### src/rtl/snr_sweep_ctrl.sv
// SNR sweep controller: moves one stereo sample through the AWGN corruptor and owns the SNR level.
// Dwell-based auto-advance is built only when SNR_SWEEP_AUTO_EN is defined.
module snr_sweep_ctrl #(
   parameter int DATA_W        = 32,
   parameter int DWELL_SAMPLES = 48000
) (
   input  logic              clk,
   input  logic              reset_n,
   input  logic              audio_in_available,
   output logic              read_audio_in,
   input  logic [DATA_W-1:0] left_in,
   input  logic [DATA_W-1:0] right_in,
   input  logic              awgn_valid,
   input  logic [DATA_W-1:0] awgn,
   output logic              awgn_ready,
   output logic [2:0]        snr_code,
   output logic [DATA_W-1:0] corrupt_left,
   output logic [DATA_W-1:0] corrupt_right,
   output logic [DATA_W-1:0] corrupt_awgn,
   input  logic [DATA_W-1:0] noisy_left,
   input  logic [DATA_W-1:0] noisy_right,
   input  logic              audio_out_allowed,
   output logic              write_audio_out,
   output logic [DATA_W-1:0] left_out,
   output logic [DATA_W-1:0] right_out,
   input  logic              step_key,
   input  logic              auto_mode,
   output logic [2:0]        level_idx,
   output logic              busy
);

   typedef enum logic [2:0] {IDLE, POP, NOISE, SETTLE, PUSH} state_t;

   state_t     state;
   logic       key_q;
   logic       step_pend;
   logic       key_rise;
   logic       dwell_expired;
   logic       advance;
   logic [2:0] level_nxt;

   function automatic logic [2:0] level_code(input logic [2:0] idx);
      case (idx)
         3'd0:    level_code = 3'b010;
         3'd1:    level_code = 3'b001;
         3'd2:    level_code = 3'b011;
         3'd3:    level_code = 3'b111;
         3'd4:    level_code = 3'b110;
         3'd5:    level_code = 3'b100;
         3'd6:    level_code = 3'b101;
         default: level_code = 3'b010;
      endcase
   endfunction

   assign key_rise  = step_key & ~key_q;
   assign level_nxt = (level_idx == 3'd6) ? 3'd0 : level_idx + 3'd1;

`ifdef SNR_SWEEP_AUTO_EN
   localparam int CNT_W = $clog2(DWELL_SAMPLES + 1);
   localparam logic [CNT_W-1:0] DWELL_MAX = CNT_W'(DWELL_SAMPLES);

   logic [CNT_W-1:0] dwell_cnt;

   assign dwell_expired = auto_mode && (dwell_cnt == DWELL_MAX);
`else
   logic unused_cfg;

   assign dwell_expired = 1'b0;
   assign unused_cfg    = auto_mode | (DWELL_SAMPLES < 1);
`endif

   // A held key edge, a pending step and a dwell expiry all collapse into one advance.
   assign advance = key_rise | step_pend | dwell_expired;

   // Combinational so the push lands in the first PUSH cycle the output FIFO has room.
   assign write_audio_out = (state == PUSH) && audio_out_allowed;
   assign busy            = (state != IDLE);

   always_ff @(posedge clk) begin
      // NOTE: reset is sampled on the clock edge only; the datapath latches are cleared too so an
      // abandoned sample leaves nothing behind on the corruptor or output ports.
      if (!reset_n) begin
         state         <= IDLE;
         key_q         <= 1'b0;
         step_pend     <= 1'b0;
         level_idx     <= 3'd0;
         snr_code      <= 3'b010;
         read_audio_in <= 1'b0;
         awgn_ready    <= 1'b0;
         corrupt_left  <= '0;
         corrupt_right <= '0;
         corrupt_awgn  <= '0;
         left_out      <= '0;
         right_out     <= '0;
`ifdef SNR_SWEEP_AUTO_EN
         dwell_cnt     <= '0;
`endif
      end else begin
         // NOTE: every register here uses <= so each branch sees pre-edge values (key_q vs step_key).
         key_q         <= step_key;
         read_audio_in <= 1'b0;
         if (key_rise) step_pend <= 1'b1;

         case (state)
            IDLE: begin
               if (advance) begin
                  level_idx <= level_nxt;
                  snr_code  <= level_code(level_nxt);
                  step_pend <= 1'b0;
`ifdef SNR_SWEEP_AUTO_EN
                  dwell_cnt <= '0;
`endif
               end
               if (audio_in_available) begin
                  state         <= POP;
                  read_audio_in <= 1'b1;
               end
            end
            POP: begin
               corrupt_left  <= left_in;
               corrupt_right <= right_in;
               if (level_idx == 3'd0) begin
                  corrupt_awgn <= '0;
                  state        <= SETTLE;
               end else begin
                  awgn_ready <= 1'b1;
                  state      <= NOISE;
               end
            end
            NOISE: begin
               if (awgn_valid && awgn_ready) begin
                  corrupt_awgn <= awgn;
                  awgn_ready   <= 1'b0;
                  state        <= SETTLE;
               end
            end
            SETTLE: begin
               left_out  <= noisy_left;
               right_out <= noisy_right;
               state     <= PUSH;
            end
            PUSH: begin
               if (audio_out_allowed) begin
`ifdef SNR_SWEEP_AUTO_EN
                  if (dwell_cnt != DWELL_MAX) dwell_cnt <= dwell_cnt + CNT_W'(1);
`endif
                  state <= IDLE;
               end
            end
            default: state <= IDLE;
         endcase
      end
   end

endmodule

### config.mk
export PLATFORM = sky130hd
export DESIGN_NAME = snr_sweep_ctrl
export DESIGN_NICKNAME = d
export VERILOG_FILES = /design/src/rtl/snr_sweep_ctrl.sv
export SDC_FILE = /design/constraint.sdc
export NUM_CORES = 1
export LEC_CHECK = 0
export ABC_CLOCK_PERIOD_IN_PS = 2600
export BUFFER_PORTS_ARGS = -buffer_cell sky130_fd_sc_hd__buf_2
export CAP_MARGIN = 20
export CORE_ASPECT_RATIO = 0.6
export CORE_MARGIN = 3
export CORE_UTILIZATION = 49
export DETAILED_ROUTE_END_ITERATION = 10
export GPL_TIMING_DRIVEN = 0
export PLACE_DENSITY = 0.87
export SLEW_MARGIN = 20
export SYNTH_ARGS = -nofsm -noshare
export SYNTH_HDL_FRONTEND = slang
export SYNTH_SLANG_ARGS = --single-unit
### constraint.sdc
create_clock -name clk -period 2.6 [get_ports clk]
set_input_delay 0.26 -clock clk [delete_from_list [all_inputs] [get_ports clk]]
set_output_delay 0.26 -clock clk [all_outputs]
set_load 0.005 [all_outputs]
==> results_dict.tcl, run 1 <==
set metrics [dict create \
    postCtsSetupBuffers 0 \
    grt_pass1_wl_mm 30.3 \
    synth_xor_area_frac 0.00136 \
    finalHoldViolCount 0 \
    routed_via_density 4.99 \
    io_pins 337 \
    setup_violations 0 \
    drive_above_1_share 0.344 \
    drc 0 \
    worst_pin_slew_ps 610 \
    yosysTopAreaCell "dfxtp_1" \
    syn_nets 930 \
    clock_skew_ps 12.2 \
    p_sw_frac 0.262 \
    crit_arrival_ps 1520 \
    ant_nets 0 \
    syn_area_sq_mm 0.00645 \
    rsz0062_at_grt "no" \
    synth_commonest_cells "nand2_1 (293), dfxtp_1 (173), a21boi_0 (130)" \
    drt_wl_total_mm 20.1 \
    synth-adder-area-share 0 \
    synth_compound_area_frac 0.195 \
    root_buffer "clkbuf_16" \
    relSlewSlack 0.593 \
    place_ws_ps 580 \
    synth_edf_count 0 \
    hold_ws_ps 65.4 \
    synth.avg_cell_area_sq_um 8.45 \
    cts_htree_levels 4 \
    synth_cell_types 36 \
    cts.sinks 173 \
    start_util 0.518 \
    pwr-share-clk 0.391 \
    drtPass1Iterations 5 \
    cp-end-kind "output pin" \
    dp_hpwl_mm 15.5 \
    slew_violations 0 \
    ys_async_sr_fraction 0 \
    synth_top_area_frac 0.537 \
    die_h_um 94.8 \
    synth.area.top_cells "dfxtp_1 (54%), nand2_1 (17%), a21boi_0 (15%)" \
    p_seq_frac 0.469 \
    gp_congestion 0.867 \
    setup_tns_ps 0 \
    port_buffers 334 \
    switchingPower_mw 1.60 \
    max_freq_mhz 562 \
    hold_path.class "input pin to flop" \
    ys.flop_type "dfxtp_1" \
    syn_inst 763 \
    synth_mux_area_frac 0.00311 \
    vias 6447 \
    p_comb_frac 0.140 \
    leakagePower_nw 4.02 \
    clk_pin_slew_ps 70 \
    cp_max_fo 10 \
    yosys.area_share.simple 0.219 \
    antenna_found_initial 1 \
    nets 1283 \
    p_per_area_mw_per_mm2 688 \
    grt_usage 0.262 \
    worst_slack_ps 820 \
    status "finished clean" \
    first_global_vias 6032 \
    ys_ff_latch 173 \
    core-area_sq_mm 0.0125 \
    placementRows 31 \
    die_w_um 154 \
    path_class "flop to output pin" \
    drtIter0Drc 415 \
    insertion_delay_ps 410 \
    wl_per_cell_um 15.5 \
    critPathLaunchType "flop" \
    min_period_over_period 0.685 \
    grt_max_degree 17 \
    ys_seq_area_frac 0.537 \
    yosys.cell_count.top_type "nand2_1" \
    synth_top_family_by_area "simple AND/OR/NAND/NOR gates" \
    min_period_ps 1780 \
    grt_overflow 0 \
    synthToLayoutAreaGrowth_pct 37.8 \
    ys.warnings.count 0 \
    numCtsBuffers 17 \
    hold_buffers 0 \
    die_area_sq_mm 0.0146 \
    postCtsResizedCells 0 \
    cts_buffer_depth 2 \
    ir_drop_uv 416 \
    max_cap_viol_count 0 \
    diodes 0 \
    internal_power_mw 4.50 \
    worst_ep_required_time_ps 2340 \
    cts_tree "done" \
]
==> sequential cells by signal (all words and copies together) (netlist names) <==
signal and flops:
awgn_ready 1, corrupt_awgn 32, corrupt_left 32, corrupt_right 32
key_q 1, left_out 32, level_idx 3, read_audio_in 1
right_out 32, snr_code 3, state 3, step_pend 1
==> per-layer routing <==
metal,up-vias,GRT usage,part of all wire
li1,3194,-,-
met4,2,0.0647,0.013
met1,2991,0.304,0.40
met5,-,0,0.00035
met2,238,0.471,0.51
met3,22,0.0870,0.085
==> metrics by stage <==
step	cell area (sq um)	std cells	total power, mW	util
final	8880	1293	6.11	0.713
after global routing	8880	1293	6.37	0.713
after CTS	8880	1293	6.15	0.713
after detailed placement	8320	1262	3.78	0.669
after global placement	8320	1262	3.76	0.669
after floorplan	6450	763	3.36	-
==> worst max-delay path: stages (launching register included) <==
cell and delay (ps):
dfxtp_1 290, buf_2 170, nor3_1 440, inv_1 70, buf_2 150
==> power by group through the flow <==
stage          Combinational, mW  Sequential (mW)  Clock (mW)
2_1_floorplan              0.426             2.93           0
3_3_place_gp               0.842             2.92           0
3_5_place_dp               0.855             2.92           0
4_1_cts                    0.860             2.87        2.42
5_1_grt                    0.952             2.88        2.53
6_report                   0.853             2.87        2.39
==> cell type report <==
class	instances	area, sq um
buffer	59	274
clock buffer	19	443
clock inverter	12	113
fill	1015	3570
inverter	3	11.3
multi-input combinational	528	2700
sequential	173	3460
tap	165	206
timing repair buffer	334	1670
==> path summary, 6_finish.rpt <==
path | depth (start not counted) | end | slack, ps | start
min reg2reg | 2 | corrupt_awgn[10]$_SDFFE_PN0P_ | 450 | corrupt_awgn[10]$_SDFFE_PN0P_
max | 4 | busy | 820 | state[2]$_SDFFE_PN0P_
max reg2reg | 6 | left_out[24]$_SDFFE_PN0P_ | 830 | state[2]$_SDFFE_PN0P_
min | 3 | corrupt_awgn[15]$_SDFFE_PN0P_ | 70 | awgn[15]
==> cells in the final DEF, fill, tap and decap left out, drive strengths merged, types with 3 or more instances in the layout <==
cell type / count
nand3: 32
clkinvlp: 5
dfxtp: 173
nand2: 293
buf: 364
a21oi: 3
nand2b: 3
nor2b: 5
inv: 6
o21ai: 35
clkinv: 3
clkbuf: 48
nor2: 5
a21boi: 130
==> cells by family (layout without fill, tap and decap cells) <==
kind of cell | Yosys count | count (layout)
buffers and inverters | 62 | 427
AND/OR/NAND/NOR | 349 | 349
flip-flops | 173 | 173
XOR/XNOR | 1 | 1
multiplexers | 2 | 2
AO/OA/AOI/OAI | 176 | 176
Note: power is estimated with default switching activity, not from simulation.
==> inputs of run 2 (changes only) <==
--- a/config.mk
+++ b/config.mk
@@ -5,15 +5,15 @@
 export SDC_FILE = /design/constraint.sdc
 export NUM_CORES = 1
 export LEC_CHECK = 0
-export ABC_CLOCK_PERIOD_IN_PS = 2600
+export ABC_CLOCK_PERIOD_IN_PS = 1480
 export BUFFER_PORTS_ARGS = -buffer_cell sky130_fd_sc_hd__buf_2
 export CAP_MARGIN = 20
 export CORE_ASPECT_RATIO = 0.6
 export CORE_MARGIN = 3
-export CORE_UTILIZATION = 49
+export CORE_UTILIZATION = 41
 export DETAILED_ROUTE_END_ITERATION = 10
 export GPL_TIMING_DRIVEN = 0
-export PLACE_DENSITY = 0.87
+export PLACE_DENSITY = 0.78
 export SLEW_MARGIN = 20
 export SYNTH_ARGS = -nofsm -noshare
 export SYNTH_HDL_FRONTEND = slang
==> constraint.sdc (replaced) <==
create_clock -name clk -period 1.48 [get_ports clk]
set_input_delay 0.148 -clock clk [delete_from_list [all_inputs] [get_ports clk]]
set_output_delay 0.148 -clock clk [all_outputs]
set_load 0.005 [all_outputs]
==> results_dict.tcl, run 2 (same netlist as run 1, synthesis figures left out) <==
set metrics [dict create \
    drc 0 \
    crit_arrival_ps 2000 \
    crit_chain "buf_6 -> or3b_4 -> o32ai_4 -> buf_12 -> clkbuf_16 -> nand3_2 -> o21ai_1" \
    ir_drop_uv 872 \
    port_buffers 334 \
    min_period_ps 1660 \
    final_common_cell "buf_2" \
    p_per_area_mw_per_mm2 1070 \
    max_cap_viol_count 0 \
    min_period_over_period 1.12 \
    die_w_um 168 \
    core-area_sq_mm 0.0149 \
    max_freq_mhz 604 \
    first_global_vias 7185 \
    hold_path.class "input pin to flop" \
    r2r-start "state[1]$_SDFFE_PN0P_" \
    diodes 0 \
    clk_pin_slew_ps 70 \
    grt_pass1_wl_mm 37.8 \
    synthToLayoutAreaGrowth_pct 72.1 \
    root_buffer "clkbuf_16" \
    worst_ep_required_time_ps 1820 \
    rsz0062_at_grt "yes" \
    drtPass1Iterations 5 \
    wl_per_cell_um 17.6 \
    mostFrequentLayoutCells "buf_2 (337), nand2_1 (293), dfxtp_1 (171), dlygate4sd3_1 (155), a21boi_0 (121)" \
    leakagePower_nw 4.92 \
    io_pins 337 \
    fin_cells 1492 \
    crit_path_top_delay_cell "or3b_4" \
    grt_overflow 0 \
    die_h_um 103 \
    ant_nets 0 \
    crit_path_max_incr_delay_ps 410 \
    dp_hpwl_mm 15.8 \
    insertion_delay_ps 420 \
    worstSetupStartpoint "state[1]$_SDFFE_PN0P_" \
    routed_via_density 5.04 \
    slew_violations 0 \
    hp-start "noisy_left[20]" \
    status "finished with violations" \
    p_total_mw 11.9 \
    drive_above_1_share 0.361 \
    fin_area_sq_mm 0.0111 \
    cts_buffer_depth 2 \
    start_util 0.432 \
    cts_tree "done" \
    hold_ws_ps 4.62 \
    numCtsBuffers 17 \
    reg2reg_slack_ps -180 \
    drt_wl_total_mm 26.2 \
    cts_htree_levels 4 \
    worst_slack_ps -176 \
    grt_max_degree 17 \
    multi_input_area_sq_mm 0.00292 \
    regArea_sq_mm 0.00347 \
    cp-end-kind "flop" \
    placementRows 34 \
    critPathLaunchType "flop" \
    drtIter0Drc 574 \
    relSlewSlack 0.636 \
    gp_congestion 0.812 \
    path_class "flop to flop" \
    vias 7519 \
    die_area_sq_mm 0.0173 \
    fillers 1047 \
    failed_checks "setup timing" \
    placed_cell_area_sq_mm 0.00837 \
    cts.sinks 173 \
    dp.cells 1295 \
    clock_skew_ps 14.4 \
    worst_pin_slew_ps 545 \
    finalHoldViolCount 0 \
    setup_violations 94 \
    nets 1449 \
    cp_max_fo 8 \
    antenna_found_initial 1 \
    grt_usage 0.274 \
]
==> run 2: cell count changes in the layout (fill, tap and decap cells not counted), sizes merged <==
cell / before / now
buf: 364 / 369
dlygate4sd3: 0 / 155
bufinv: 1 / 2
inv: 6 / 9
clkbuf: 48 / 53
clkinv: 3 / 2
clkinvlp: 5 / 3
==> run 2: layout make-up <==
type,instances,area share
Sequential cell,173,0.312
Clock buffer,18,0.0387
Inverter,3,0.00102
Multi-Input combinational cell,528,0.264
Tap cell,198,0.0223
Clock inverter,13,0.0140
Buffer,59,0.0405
Timing Repair Buffer,500,0.308
==> run 2: path summary, 6_finish.rpt <==
path,to,cells after the start
worst max-delay path,corrupt_awgn[17]$_SDFFE_PN0P_,7
worst min-delay path,left_out[20]$_SDFFE_PN0P_,3
worst max register to register,corrupt_awgn[17]$_SDFFE_PN0P_,7
worst min register to register,corrupt_awgn[12]$_SDFFE_PN0P_,2
==> run 2: worst max-delay path, delay by kind of cell (launching register included) <==
| family | cells | cell delay [ps] |
|---|---|---|
| AO/OA/AOI/OAI | 2 | 290 |
| AND/OR/NAND/NOR | 2 | 470 |
| flip-flops | 1 | 340 |
| buffers and inverters | 3 | 490 |
==> run 2: stage by stage <==
stage / setup slack (ps) / setup TNS (ps) / utilization
finish: -176 / -9670 / 0.743
global route: -242 / -14190 / 0.743
CTS: -106 / -3510 / 0.711
detailed placement: -487 / -50150 / 0.560
global placement: -457 / -47710 / 0.560
floorplan: -11.1 / -22.3 / -
==> run 2: power breakdown <==
part,internal (mW),switching (mW),leakage (nW),total (mW)
logic,1.18,1.13,3.24,2.31
registers,4.91,0.146,1.40,5.05
clock network,2.53,1.98,0.276,4.51
total,8.61,3.26,4.92,11.9
==> run 2: what timing repair did <==
| item | 4_1_cts | 5_1_grt |
|---|---|---|
| pin swaps | 2 | 23 |
| setup endpoints to repair | 162 | 159 |
| hold endpoints to repair | 155 | 0 |
| cloned | 0 | 6 |
| setup buffers | 2 | 3 |
| hold buffers | 155 | 0 |
| resized for setup | 41 | 106 |
==> run 2: metal layers <==
layer / global-route usage / share of wire / up-vias
met1: 0.327 / 0.40 / 3536
met3: 0.0851 / 0.086 / 65
met5: 0 / 0.00050 / -
met2: 0.482 / 0.49 / 382
li1: - / - / 3534
met4: 0.0830 / 0.029 / 2
==> inputs of run 3 (changes only) <==
--- a/config.mk
+++ b/config.mk
@@ -14,6 +14,7 @@
 export DETAILED_ROUTE_END_ITERATION = 10
 export GPL_TIMING_DRIVEN = 0
 export PLACE_DENSITY = 0.78
+export SETUP_SLACK_MARGIN = 0.05
 export SLEW_MARGIN = 20
 export SYNTH_ARGS = -nofsm -noshare
 export SYNTH_HDL_FRONTEND = slang
==> results_dict.tcl, run 3 (same netlist as run 1, synthesis figures left out) <==
set metrics [dict create \
    min_period_over_period 1.13 \
    fillers 963 \
    first_global_vias 7344 \
    min_period_ps 1680 \
    gp_congestion 0.834 \
    die_area_sq_mm 0.0173 \
    failed_checks "setup timing" \
    start_util 0.432 \
    slew_violations 0 \
    clock_skew_ps 16.5 \
    crit_path_top_delay_cell "or3b_4" \
    nets 1463 \
    ant_nets 0 \
    relSlewSlack 0.617 \
    antenna_found_initial 0 \
    ir_drop_uv 806 \
    placementRows 34 \
    cts.sinks 173 \
    cts_tree "done" \
    worst_ep_required_time_ps 1820 \
    fin_cells 1507 \
    status "finished with violations" \
    drc 0 \
    hold_ws_ps 11.1 \
    hp-start "noisy_right[30]" \
    cp_max_fo 7 \
    grt-busiest-layer "met2" \
    leakagePower_nw 5.05 \
    drtIter0Drc 543 \
    worst_pin_slew_ps 574 \
    max_cap_viol_count 0 \
    rsz0062_at_grt "yes" \
    dp_hpwl_mm 15.8 \
    grt_usage 0.275 \
    io_pins 337 \
    core-area_sq_mm 0.0149 \
    path_buf_inv 4 \
    grt.met1_usage 0.304 \
    drive_above_1_share 0.364 \
    min_to "right_out[30]$_SDFFE_PN0P_" \
    crit_path_max_incr_delay_ps 410 \
    fin_area_sq_mm 0.0113 \
    vias 7626 \
    reg2reg_slack_ps -200 \
    use_met2 0.493 \
    routed_via_density 5.06 \
    die_h_um 103 \
    port_buffers 334 \
    worst_slack_ps -198 \
    max_freq_mhz 596 \
    crit_family "buffers and inverters" \
    critPathLaunchType "flop" \
    crit_arrival_ps 2020 \
    cp-end-kind "flop" \
    diodes 0 \
    finalHoldViolCount 0 \
    setup_tns_ps -6720 \
    worst_r2r_endpoint "corrupt_awgn[22]$_SDFFE_PN0P_" \
    p_per_area_mw_per_mm2 1070 \
    whs_path_depth 3 \
    placed_cell_area_sq_mm 0.00840 \
    drtPass1Iterations 5 \
    cts_buffer_depth 2 \
    dp.cells 1295 \
    drt_wl_total_mm 27.1 \
    numCtsBuffers 17 \
    crit_chain "buf_6 -> or3b_4 -> o32ai_4 -> buf_6 -> buf_12 -> buf_8 -> nand3_1 -> o21ai_1" \
    crit_top_cell "buf_6" \
    synthToLayoutAreaGrowth_pct 74.8 \
    place_ws_ps -573 \
    reg2reg_depth 8 \
    die_w_um 168 \
    grt_max_degree 19 \
    hold_path.class "input pin to flop" \
    insertion_delay_ps 420 \
    setup_violations 93 \
    grt_pass1_wl_mm 37.9 \
    clk_pin_slew_ps 80 \
    root_buffer "clkbuf_16" \
    grtUsageMet3 0.0950 \
    cts_htree_levels 4 \
    final_common_cell "buf_2" \
    mostFrequentLayoutCells "buf_2 (340), nand2_1 (292), dfxtp_1 (169), dlygate4sd3_1 (157), a21boi_0 (89)" \
    grt_overflow 0 \
    path_class "flop to flop" \
    wl_per_cell_um 18.0 \
    r2r-start "state[2]$_SDFFE_PN0P_" \
]
[run 3: cell type report]
cell class / instances / area (sq um) / share of cell area
repair buffers: 513 / 3570 / 0.317
flip-flops and latches: 173 / 3470 / 0.308
multi-input cells: 529 / 2880 / 0.256
plain buffers: 59 / 469 / 0.0416
clock buffers: 18 / 439 / 0.0390
well taps: 198 / 248 / 0.0220
clock inverters: 14 / 175 / 0.0155
inverters: 3 / 11.3 / 0.000999
[run 3: worst max path at each step]
stage,from,to,slack [ps],cells past startpoint
after floorplan,state[1]$_SDFFE_PN0P_,corrupt_awgn[10]$_SDFFE_PN0P_,4,6
after global placement,reset_n,level_idx[2]$_SDFFE_PN0P_,-570,4
after detailed placement,reset_n,step_pend$_SDFF_PP0_,-570,5
after CTS,state[1]$_SDFFE_PN0P_,corrupt_awgn[23]$_SDFFE_PN0P_,-120,8
after global routing,state[0]$_SDFFE_PN0P_,corrupt_awgn[22]$_SDFFE_PN0P_,-260,6
final,state[2]$_SDFFE_PN0P_,corrupt_awgn[22]$_SDFFE_PN0P_,-200,8
[run 3: worst min-delay path: cells and delay by family]
| kind | cells | cell delay, ps |
|---|---|---|
| buf+inv | 1 | 110 |
| compound gates | 1 | 70 |
| simple gates | 1 | 40 |
[run 3: power by group]
group | leakage (nW) | internal, mW | switching, mW
Clock | 0.298 | 2.48 | 2.16
Sequential | 1.40 | 4.91 | 0.145
Combinational | 3.35 | 1.26 | 1.13
Total | 5.05 | 8.65 | 3.44
[run 3: through the flow]
step                utilization  power (mW)
CTS                       0.726        11.8
floorplan                     -        5.93
finish                    0.755        12.1
global route              0.755        12.5
detailed placement        0.562        6.67
global placement          0.562        6.64
[run 3: timing repair]
item / CTS / global route
gates cloned: 3 / 7
setup endpoints to repair: 164 / 153
endpoints found under the hold margin: 156 / 1
pin swaps: 2 / 22
resized for setup: 53 / 113
buffers inserted: 8 / 6
hold buffers: 156 / 1
[run 3: per-layer routing]
metal | wire, um | part of all wire
met5 | 0 | 0
met4 | 1060 | 0.039
met3 | 2500 | 0.092
met2 | 13400 | 0.49
met1 | 10100 | 0.37
